===== src/rtl/lsu_axi_pkg.sv =====
// lsu_axi_pkg: shared AXI encodings, read-master FSM states and the buffered R-beat layout.
package lsu_axi_pkg;
    localparam logic [1:0] AXI_RESP_OKAY   = 2'b00;
    localparam logic [1:0] AXI_RESP_EXOKAY = 2'b01;
    localparam logic [1:0] AXI_RESP_SLVERR = 2'b10;
    localparam logic [1:0] AXI_RESP_DECERR = 2'b11;
    localparam logic [1:0] AXI_BURST_FIXED = 2'b00;
    localparam logic [1:0] AXI_BURST_INCR  = 2'b01;
    localparam int BEAT_W = 8 + 32 + 2 + 1;
    typedef enum logic [2:0] {RD_IDLE, RD_AR, RD_RD, RD_DROP, RD_DRAIN} rd_state_t;
    typedef struct packed {
        logic [7:0]  id;
        logic [31:0] data;
        logic [1:0]  resp;
        logic        last;
    } rd_beat_t;
endpackage


===== src/rtl/rd_beat_fifo.sv =====
// rd_beat_fifo: synchronous FIFO with registered count; pushes are refused while full.
module rd_beat_fifo #(
    parameter int W     = 43,
    parameter int DEPTH = 4
) (
    input  logic                     clk,
    input  logic                     rst_n,
    input  logic                     push,
    input  logic                     pop,
    input  logic [W-1:0]             din,
    output logic [W-1:0]             dout,
    output logic                     full,
    output logic                     empty,
    output logic [$clog2(DEPTH):0]   count
);
    localparam int AW = $clog2(DEPTH);
    logic [W-1:0]  mem [DEPTH];
    logic [AW-1:0] wr_ptr, rd_ptr;
    logic          do_push, do_pop;
    assign full    = count == (AW+1)'(DEPTH);
    assign empty   = count == '0;
    assign do_push = push && !full;
    assign do_pop  = pop && !empty;
    assign dout    = mem[rd_ptr];
    always_ff @(posedge clk or negedge rst_n) begin
        if (!rst_n) begin
            wr_ptr <= '0;
            rd_ptr <= '0;
            count  <= '0;
            for (int i = 0; i < DEPTH; i++) mem[i] <= '0;
        end else begin
            if (do_push) begin
                mem[wr_ptr] <= din;
                wr_ptr      <= wr_ptr + 1'b1;
            end
            if (do_pop) rd_ptr <= rd_ptr + 1'b1;
            count <= count + (AW+1)'(do_push) - (AW+1)'(do_pop);
        end
    end
endmodule


===== src/rtl/load_axi_rd_master.sv =====
// load_axi_rd_master: single-outstanding AXI4 read master feeding R beats to the load buffer.
// Optional watchdog enabled by LOAD_AXI_RD_TIMEOUT_EN.
module load_axi_rd_master #(
    parameter int FIFO_DEPTH  = 4,
    parameter int TIMEOUT_CYC = 1024
) (
    input  logic        clk,
    input  logic        rst_n,
    input  logic [7:0]  load_axi_arid,
    input  logic [11:0] load_axi_arraddr,
    input  logic [7:0]  load_axi_arlen,
    input  logic [2:0]  load_axi_arsize,
    input  logic [1:0]  load_axi_arburst,
    input  logic        load_axi_arvld,
    input  logic        load_axi_rrdy,
    output logic        ctrl_dram_arrdy,
    output logic [7:0]  ctrl_sram_rid,
    output logic [31:0] ctrl_sram_rdata,
    output logic [1:0]  ctrl_sram_rresp,
    output logic        ctrl_sram_rlast,
    output logic        ctrl_sram_rvld,
    output logic [7:0]  m_axi_arid,
    output logic [11:0] m_axi_araddr,
    output logic [7:0]  m_axi_arlen,
    output logic [2:0]  m_axi_arsize,
    output logic [1:0]  m_axi_arburst,
    output logic        m_axi_arvalid,
    input  logic        m_axi_arready,
    input  logic [7:0]  m_axi_rid,
    input  logic [31:0] m_axi_rdata,
    input  logic [1:0]  m_axi_rresp,
    input  logic        m_axi_rlast,
    input  logic        m_axi_rvalid,
    output logic        m_axi_rready,
    output logic        rd_busy
);
    import lsu_axi_pkg::*;
    localparam int CW = $clog2(FIFO_DEPTH) + 1;
    rd_state_t      state, state_nxt;
    logic [7:0]     id_q, len_q, beat_cnt;
    logic [11:0]    addr_q;
    logic [2:0]     size_q;
    logic [1:0]     burst_q;
    logic           push, pop, full, empty, ar_hs, r_hs, fire;
    logic [CW-1:0]  count;
    rd_beat_t       din, head;

    rd_beat_fifo #(.W(BEAT_W), .DEPTH(FIFO_DEPTH)) u_fifo (
        .clk(clk), .rst_n(rst_n), .push(push), .pop(pop), .din(din),
        .dout(head), .full(full), .empty(empty), .count(count)
    );

    assign {ctrl_sram_rid, ctrl_sram_rdata, ctrl_sram_rresp, ctrl_sram_rlast} = head;
    assign ctrl_sram_rvld = !empty;
    assign pop            = ctrl_sram_rvld && load_axi_rrdy;
    assign rd_busy        = state != RD_IDLE;
    assign ar_hs          = m_axi_arvalid && m_axi_arready;
    assign r_hs           = m_axi_rvalid && m_axi_rready;
    assign {m_axi_arid, m_axi_araddr, m_axi_arlen, m_axi_arsize, m_axi_arburst} =
           {id_q, addr_q, len_q, size_q, burst_q};

`ifdef LOAD_AXI_RD_TIMEOUT_EN
    logic [15:0] wd;
    // A beat arriving in the firing cycle counts as progress, so it wins over the timeout.
    assign fire = (state == RD_AR || (state == RD_RD && !m_axi_rvalid)) &&
                  wd >= 16'(TIMEOUT_CYC) && !full;
    always_ff @(posedge clk or negedge rst_n) begin
        if (!rst_n) wd <= '0;
        else if (!(state == RD_AR || state == RD_RD) || ar_hs || r_hs || fire) wd <= '0;
        else if (wd != 16'hffff) wd <= wd + 1'b1;
    end
`else
    assign fire = 1'b0;
`endif

    always_ff @(posedge clk or negedge rst_n) begin
        if (!rst_n) state <= RD_IDLE;
        else        state <= state_nxt;
    end

    always_comb begin
        state_nxt       = state;
        ctrl_dram_arrdy = 1'b0;
        m_axi_arvalid   = 1'b0;
        m_axi_rready    = 1'b0;
        push            = 1'b0;
        din = {m_axi_rid, m_axi_rdata, (m_axi_rid != id_q) ? AXI_RESP_SLVERR : m_axi_rresp, m_axi_rlast};
        case (state)
            RD_IDLE: begin
                ctrl_dram_arrdy = 1'b1;
                if (load_axi_arvld) state_nxt = RD_AR;
            end
            RD_AR: begin
                m_axi_arvalid = !fire;
                if (m_axi_arready && !fire) state_nxt = RD_RD;
            end
            RD_RD: begin
                m_axi_rready = !full;
                if (m_axi_rvalid && !full) begin
                    push = 1'b1;
                    // Early or missing rlast both terminate the burst with an error beat.
                    if (beat_cnt == len_q && m_axi_rlast) state_nxt = RD_DRAIN;
                    else if (beat_cnt == len_q || m_axi_rlast) begin
                        din.resp  = AXI_RESP_SLVERR;
                        din.last  = 1'b1;
                        state_nxt = m_axi_rlast ? RD_DRAIN : RD_DROP;
                    end
                end
            end
            RD_DROP: begin
                m_axi_rready = 1'b1;
                if (m_axi_rvalid && m_axi_rlast) state_nxt = RD_DRAIN;
            end
            RD_DRAIN: if (empty || (count == CW'(1) && pop)) state_nxt = RD_IDLE;
            default: state_nxt = RD_IDLE;
        endcase
        if (fire) begin
            push      = 1'b1;
            din       = {id_q, 32'h0, AXI_RESP_DECERR, 1'b1};
            state_nxt = RD_DRAIN;
        end
    end

    always_ff @(posedge clk or negedge rst_n) begin
        if (!rst_n) begin
            id_q     <= '0;
            addr_q   <= '0;
            len_q    <= '0;
            size_q   <= '0;
            burst_q  <= '0;
            beat_cnt <= '0;
        end else begin
            if (state == RD_IDLE && load_axi_arvld) begin
                id_q    <= load_axi_arid;
                addr_q  <= load_axi_arraddr;
                len_q   <= load_axi_arlen;
                size_q  <= load_axi_arsize;
                burst_q <= (load_axi_arburst == AXI_BURST_FIXED) ? AXI_BURST_INCR : load_axi_arburst;
            end
            if (state == RD_AR && ar_hs) beat_cnt <= '0;
            else if (state == RD_RD && r_hs) beat_cnt <= beat_cnt + 1'b1;
        end
    end
endmodule


===== config.mk =====
export PLATFORM = sky130hd
export DESIGN_NAME = load_axi_rd_master
export DESIGN_NICKNAME = d
export VERILOG_FILES = /design/src/rtl/lsu_axi_pkg.sv /design/src/rtl/rd_beat_fifo.sv /design/src/rtl/load_axi_rd_master.sv
export SDC_FILE = /design/constraint.sdc
export NUM_CORES = 1
export LEC_CHECK = 0
export CAP_MARGIN = 20
export CORE_ASPECT_RATIO = 1.25
export CORE_MARGIN = 2
export CORE_UTILIZATION = 49
export CTS_CLUSTER_SIZE = 10
export DETAILED_ROUTE_END_ITERATION = 7
export PLACE_DENSITY = 0.74
export SLEW_MARGIN = 20
export SYNTH_ARGS = -nofsm -noshare
export SYNTH_HDL_FRONTEND = slang
export SYNTH_SLANG_ARGS = --single-unit
export TNS_END_PERCENT = 20

===== constraint.sdc =====
create_clock -name clk -period 2.8 [get_ports clk]
set_input_delay 0.42 -clock clk [delete_from_list [all_inputs] [get_ports clk]]
set_output_delay 0.42 -clock clk [all_outputs]
set_load 0.01 [all_outputs]

-- Yosys cells after proc, flatten, opt, wreduce, memory -nomap -nowiden
Index checks and enable logic that the tools add are counted.
- bits in registers: 223
- output and inout bits: 81
- word-level logic and storage cells: 89
- add/subtract/negate cells: 5
- magnitude comparators: 3
- equality and inequality tests: 14
- muxes and demuxes: 28
- bitwise operators: 2
- reduce and logical (&&, ||, !) cells: 23
- operator list (cell ; number):
    bitwise mux 172 bit ; 1
    2-to-1 mux 43 bit ; 3
    binary-select mux 43 bit (select 2 bit) ; 1
    demux 43 bit (select 2 bit) ; 1
    2-to-1 mux 3 bit ; 12
    2-to-1 mux 8 bit ; 2
    one-hot mux 3 bit (5 select lines) ; 1
    logical AND 1 bit ; 13
    inequality test 2 bit (second input constant) ; 5
    adder 8 x 1 -> 8 bit (second input constant) ; 1
    equality test 8 bit ; 1
    inequality test 8 bit ; 1
    equality test 3 x 1 -> 1 bit (second input constant) ; 2
    equality test 3 x 2 -> 1 bit (second input constant) ; 2
    equality test 3 bit (second input constant) ; 2
    >= comparator 3 bit (second input constant) ; 2
    zero test 3 bit ; 2
    NOT 2 -> 3 bit ; 2
    AND reduction 6 bit ; 1
    adder 2 x 1 -> 2 bit (second input constant) ; 2
    2-to-1 mux 1 bit ; 4
    2-to-1 mux 2 bit ; 2
    adder 3 x 1 -> 3 bit ; 1
    less-than comparator 3 x 1 -> 1 bit (second input constant) ; 1
    8 further kinds ; 10

-- Depth between registers and ports, before layout
- depth after elaboration: 8
- gate-level depth with buffers: 10

-- By module
From an unflattened synthesis, not the netlist that was laid out.
- cell total of the unflattened synthesis: 624
- area total of the unflattened synthesis: 10934.2 um^2
- modules (own cells, without submodules) (module ; times used ; cells each ; area an instance (um^2)):
    rd_beat_fifo ; 1 ; 454 ; 8655.8
    load_axi_rd_master ; 1 ; 170 ; 2278.4

-- Worst setup path after synthesis
No wires, ideal clock.
- path kind: register -> register
- start: register u_fifo.count[1]
- end: register u_fifo.count[2]
- setup time: 123 ps
- arrival: 2133 ps
- required time: 2677 ps
- path slack: 544 ps
- cell stages (with the launch flop): 10
- path buffers: 0
- period minus slack after synthesis: 2256 ps
- path through: dfrtp_1 -> or3_1 -> and2_1 -> ha_1 -> inv_1 -> ha_1 -> inv_1 -> fa_1 -> xnor2_1 -> xnor2_1
- RTL lines (element ; line ; text):
    from (decl) ; rd_beat_fifo.sv:14 ; output logic [$clog2(DEPTH):0] count
    from (signal assigned) ; rd_beat_fifo.sv:37 ; count <= count + (AW+1)'(do_push) - (AW+1)'(do_pop);
    zero test 3 bit (*) ; rd_beat_fifo.sv:21 ; assign empty = count == '0;
    zero test 1 bit (*) ; load_axi_rd_master.sv:54 ; assign ctrl_sram_rvld = !empty;
    named net ctrl_sram_rvld ; load_axi_rd_master.sv:21 ; output logic ctrl_sram_rvld,
    logical AND 1 bit ; load_axi_rd_master.sv:55 ; assign pop = ctrl_sram_rvld && load_axi_rrdy;
    logical AND 1 bit (*) ; rd_beat_fifo.sv:23 ; assign do_pop = pop && !empty;
    named net u_fifo.do_pop ; rd_beat_fifo.sv:19 ; logic do_push, do_pop;
    subtractor 3 x 1 -> 3 bit (*) ; rd_beat_fifo.sv:37 ;
Mark *: on every way through the listed nets, which the timed path passes. The rest lies on a longest branch.
A chain may end at the register's enable or synchronous reset.

-- Worst setup path after layout
- start: register u_fifo.rd_ptr[0]
- end: output port ctrl_sram_rlast
- word-level cells in the longest chain between the ends: 4
- RTL lines (element ; line ; text):
    from (decl) ; rd_beat_fifo.sv:18 ; logic [AW-1:0] wr_ptr, rd_ptr;
    from (signal assigned) ; rd_beat_fifo.sv:36 ; if (do_pop) rd_ptr <= rd_ptr + 1'b1;
    NOT 2 -> 3 bit (implied by the code) ; rd_beat_fifo.sv:24 ; assign dout = mem[rd_ptr];
    binary-select mux 43 bit (select 2 bit) ; rd_beat_fifo.sv:24 ;
    2-to-1 mux 43 bit (implied by the code) (2 in a row) ; rd_beat_fifo.sv:24 ;
    to (decl) ; load_axi_rd_master.sv:20 ; output logic ctrl_sram_rlast,
No other way between the ends. The select of a mux whose other input is x is not followed.

==> run_results.csv <==
group,metric,value,unit
logic_synthesis,synth_compound_area_share,1.772,%
sta,rsz0062_at_grt,"no",
logic_synthesis,yosys.area_share.simple,3.581,%
clock_tree,cts-buffers-inserted,26,
clock_tree,root_buffer,"clkbuf_16",
setup_path,crit_type,"reg2out",
final_layout,fin_cells,1080,
die,ios,163,
grt,grt_use_total,20.17,%
grt,grt_start_max_net_pins,82,
pwr,leakage,5.782,nW
setup_path,end_kind,"output pin",
logic_synthesis,synth.mux.area_fraction,33.55,%
clock_tree,clock_latency,0.51,ns
setup_path,worst-endpoint-required,2.38,ns
clock_tree,htree_levels,1,
pwr,irDropWorstVdd,692.5,uV
clock_tree,cts_tree,"built",
sta,min_period,2.700,ns
grt,grt_pass1_wl,35310,um
die,chipHeight,165.1,um
setup_path,critical_path.startpoint_type,"flip-flop",
setup_path,crit_chain,"buf_12 > mux4_2 > clkdlybuf4s50_1",
final_layout,drive_gt1_share,36.17,%
pwr,cellPowerDensity,1179,nW/um2
placed_design,dp_cells,1043,
logic_synthesis,ys_ff_latch,223,
placed_design,port-buffer-count,162,
logic_synthesis,syn_avg_cell_area,16.14,um2
final_layout,n_antenna_cell,0,
logic_synthesis,netlist_instances,630,
placed_design,gp_congestion,0.7692,
logic_synthesis,yosysUniqueCellTypes,37,
detailed_routing,vias,5937,
setup_path,cp.arrival,2.28,ns
detailed_routing,first_pass_iters,4,
grt,grt.overflow.total,0,
clock_tree,clk_pin_slew,0.06,ns
final_layout,area_growth,26.22,%
logic_synthesis,ys_seq_area_share,54.89,%
detailed_routing,routed_via_density,5.497,
grt,antenna_found_initial,0,
detailed_routing,drt_drc_violations_left,0,
logic_synthesis,synth_fa_ha_area_share,1.058,%
detailed_routing,drt-initial-drc-count,250,
grt,grt_pass1_vias,6625,
detailed_routing,ant_nets,0,
sta,setup_viol,0,
detailed_routing,routed_wl,21590,um
setup_path,cp_num_buf_inv,2,
die,core,20250,um2
sta,finalSetupTns,0,ns
die,start_util,50.22,%
setup_path,worstPathMaxFanout,21,
clock_tree,cts_num_sinks,223,
logic_synthesis,yosysWarnings,0,
sta,slew_headroom,54.58,%
sta,slew_violations,0,
setup_path,path_delay_family,"buffers and inverters",
die,die_width,132.8,um
min_path,hp-class,"in2reg",
clock_tree,cts_buffer_depth,3,
sta,hold_viol,0,
setup_path,cpPeakStageDelay,0.55,ns
final_layout,nets,895,
setup_path,crit_slowest_cell,"clkdlybuf4s50_1",
die,rows,58,
logic_synthesis,synth_area,10170,um2
sta,tightest_slew,0.6813,ns
placed_design,dp_hpwl,14330,um
detailed_routing,wire_per_inst,19.99,um
flow_run,drv_cap,0,
logic_synthesis,synth_xor_area_share,2.326,%
logic_synthesis,synth_top_family_by_area,"multiplexers",
sta,timing.fmax,0.3704,GHz
die,die_area,21930,um2
run_status,status,"completed",
logic_synthesis,syn_nets,720,
sta,fin_skew,0.007471,ns
sta,period_share,96.43,%
==> where the power goes <==
group	internal, mW	total, mW	switching, mW
Sequential	4.70	5.65	0.950
Clock	1.78	2.98	1.20
Combinational	4.18	6.51	2.33
==> tightest hold or removal path, cell delays in order <==
cell and delay, ns:
clkdlybuf4s50_1 0.41, inv_1 0.06, a31oi_1 0.06
==> layout make-up <==
type                    count  area [um2]
clock buffers              33       728.2
flip-flops and latches    223        5585
inverters                  10       37.54
fillers                  1454        7413
well taps                 270       337.8
multi-input cells         363        4299
repair buffers            181        1846
==> placed cells by master, fill, tap and decap left out, types with 5 or more instances in the layout <==
cell type / Yosys / layout
dfrtp_1: 223 / 221
nor3_1: 5 / 5
a21oi_1: 15 / 15
buf_4: 12 / 12
mux4_2: 43 / 43
nand2_1: 16 / 16
o21ai_0: 7 / 7
xor2_1: 23 / 23
ha_1: 7 / 7
inv_1: 10 / 10
clkdlybuf4s50_1: 0 / 161
nor2_1: 13 / 13
mux2_2: 120 / 120
mux2_4: 72 / 72
clkbuf_16: 0 / 27
buf_12: 0 / 6
==> final timing paths <==
kind,start,endpoint,slack [ns],cells past startpoint
worst max-delay path,u_fifo.rd_ptr[0]$_DFFE_PN0P_,ctrl_sram_rlast,0.1,3
worst min-delay path,load_axi_arburst[0],m_axi_arburst[0]$_DFFE_PN0P_,0.48,3
worst max register to register,u_fifo.count[1]$_DFF_PN0_,u_fifo.count[2]$_DFF_PN0_,0.46,9
worst min register to register,u_fifo.mem[44]$_DFFE_PN0P_,u_fifo.mem[44]$_DFFE_PN0P_,0.50,1
max in group asynchronous,rst_n,u_fifo.mem[163]$_DFFE_PN0P_,1.50,3
min in group asynchronous,rst_n,m_axi_araddr[1]$_DFFE_PN0P_,0.50,2
==> through the flow <==
step	total power, mW	setup WS (ns)	hold slack (ns)	area [um2]	utilization (%)
floorplan	9.385	0.5441	0.1244	10170	-
finish	15.14	0.09997	0.4791	12830	63.39
detailed placement	12.24	0.2607	0.4892	12070	59.63
global route	16.02	0.01591	0.4968	12830	63.39
global placement	11.95	0.3197	0.4566	12070	59.63
CTS	15.33	0.06245	0.4626	12830	63.39
==> cell usage after synthesis <==
cell	count	area, um2
buf_4	12	90.09
a32o_1	4	40.04
or3b_1	1	8.760
nand3_1	2	10.01
ha_1	7	87.58
mux2_4	72	1081
nand2_1	16	60.06
buf_2	8	40.04
nor2_1	13	48.80
nand2_2	2	12.51
and3_1	3	18.77
a31oi_1	2	12.51
o32ai_1	1	8.760
or4_1	1	7.510
o311ai_0	1	8.760
mux2_2	120	1351
nand2b_4	1	13.76
or3_1	2	12.51
mux2i_1	1	10.01
nor3_1	5	25.02
clkbuf_1	5	18.77
nand2_8	2	40.04
xor2_1	23	201.4
buf_6	9	101.4
nor3b_1	1	7.510
nor4b_4	1	23.77
and2_1	3	18.77
fa_1	1	20.02
or2_2	1	6.260
o21ai_0	7	35.03
dfrtp_1	223	5580
nand4_1	4	25.02
a21oi_1	15	75.07
nor4_1	4	25.02
mux4_2	43	968.4
inv_1	10	37.54
xnor2_1	4	35.03
==> what timing repair did <==
item / in CTS / in global routing
endpoints found under the setup margin: 29 / 0
hold endpoints to repair: 77 / 0
hold buffers: 1 / 0
resized for setup: 0 / 0
buffers inserted: 3 / 0
==> kinds of logic after synthesis <==
logic type | count (synthesis)
simple gates | 62
mux | 236
fa+ha+maj | 8
flops | 223
buf+inv | 44
compound gates | 30
xor+xnor | 27
==> flip-flops by register name, summed over array words and instances, names as in the netlist <==
register	count
m_axi_arlen	8
state	3
u_fifo.wr_ptr	2
m_axi_arsize	3
u_fifo.count	3
m_axi_arid	8
u_fifo.rd_ptr	2
beat_cnt	8
m_axi_arburst	2
m_axi_araddr	12
u_fifo.mem	172
==> routing by layer <==
metal	GRT usage, %	share of wire [%]	vias to the layer above
met5	0	0	-
met4	5.034	1.9	0
met3	3.175	3.9	31
met2	36.65	53	131
met1	25.40	41	3132
li1	-	-	2643
(Power assumes the default switching activity.)
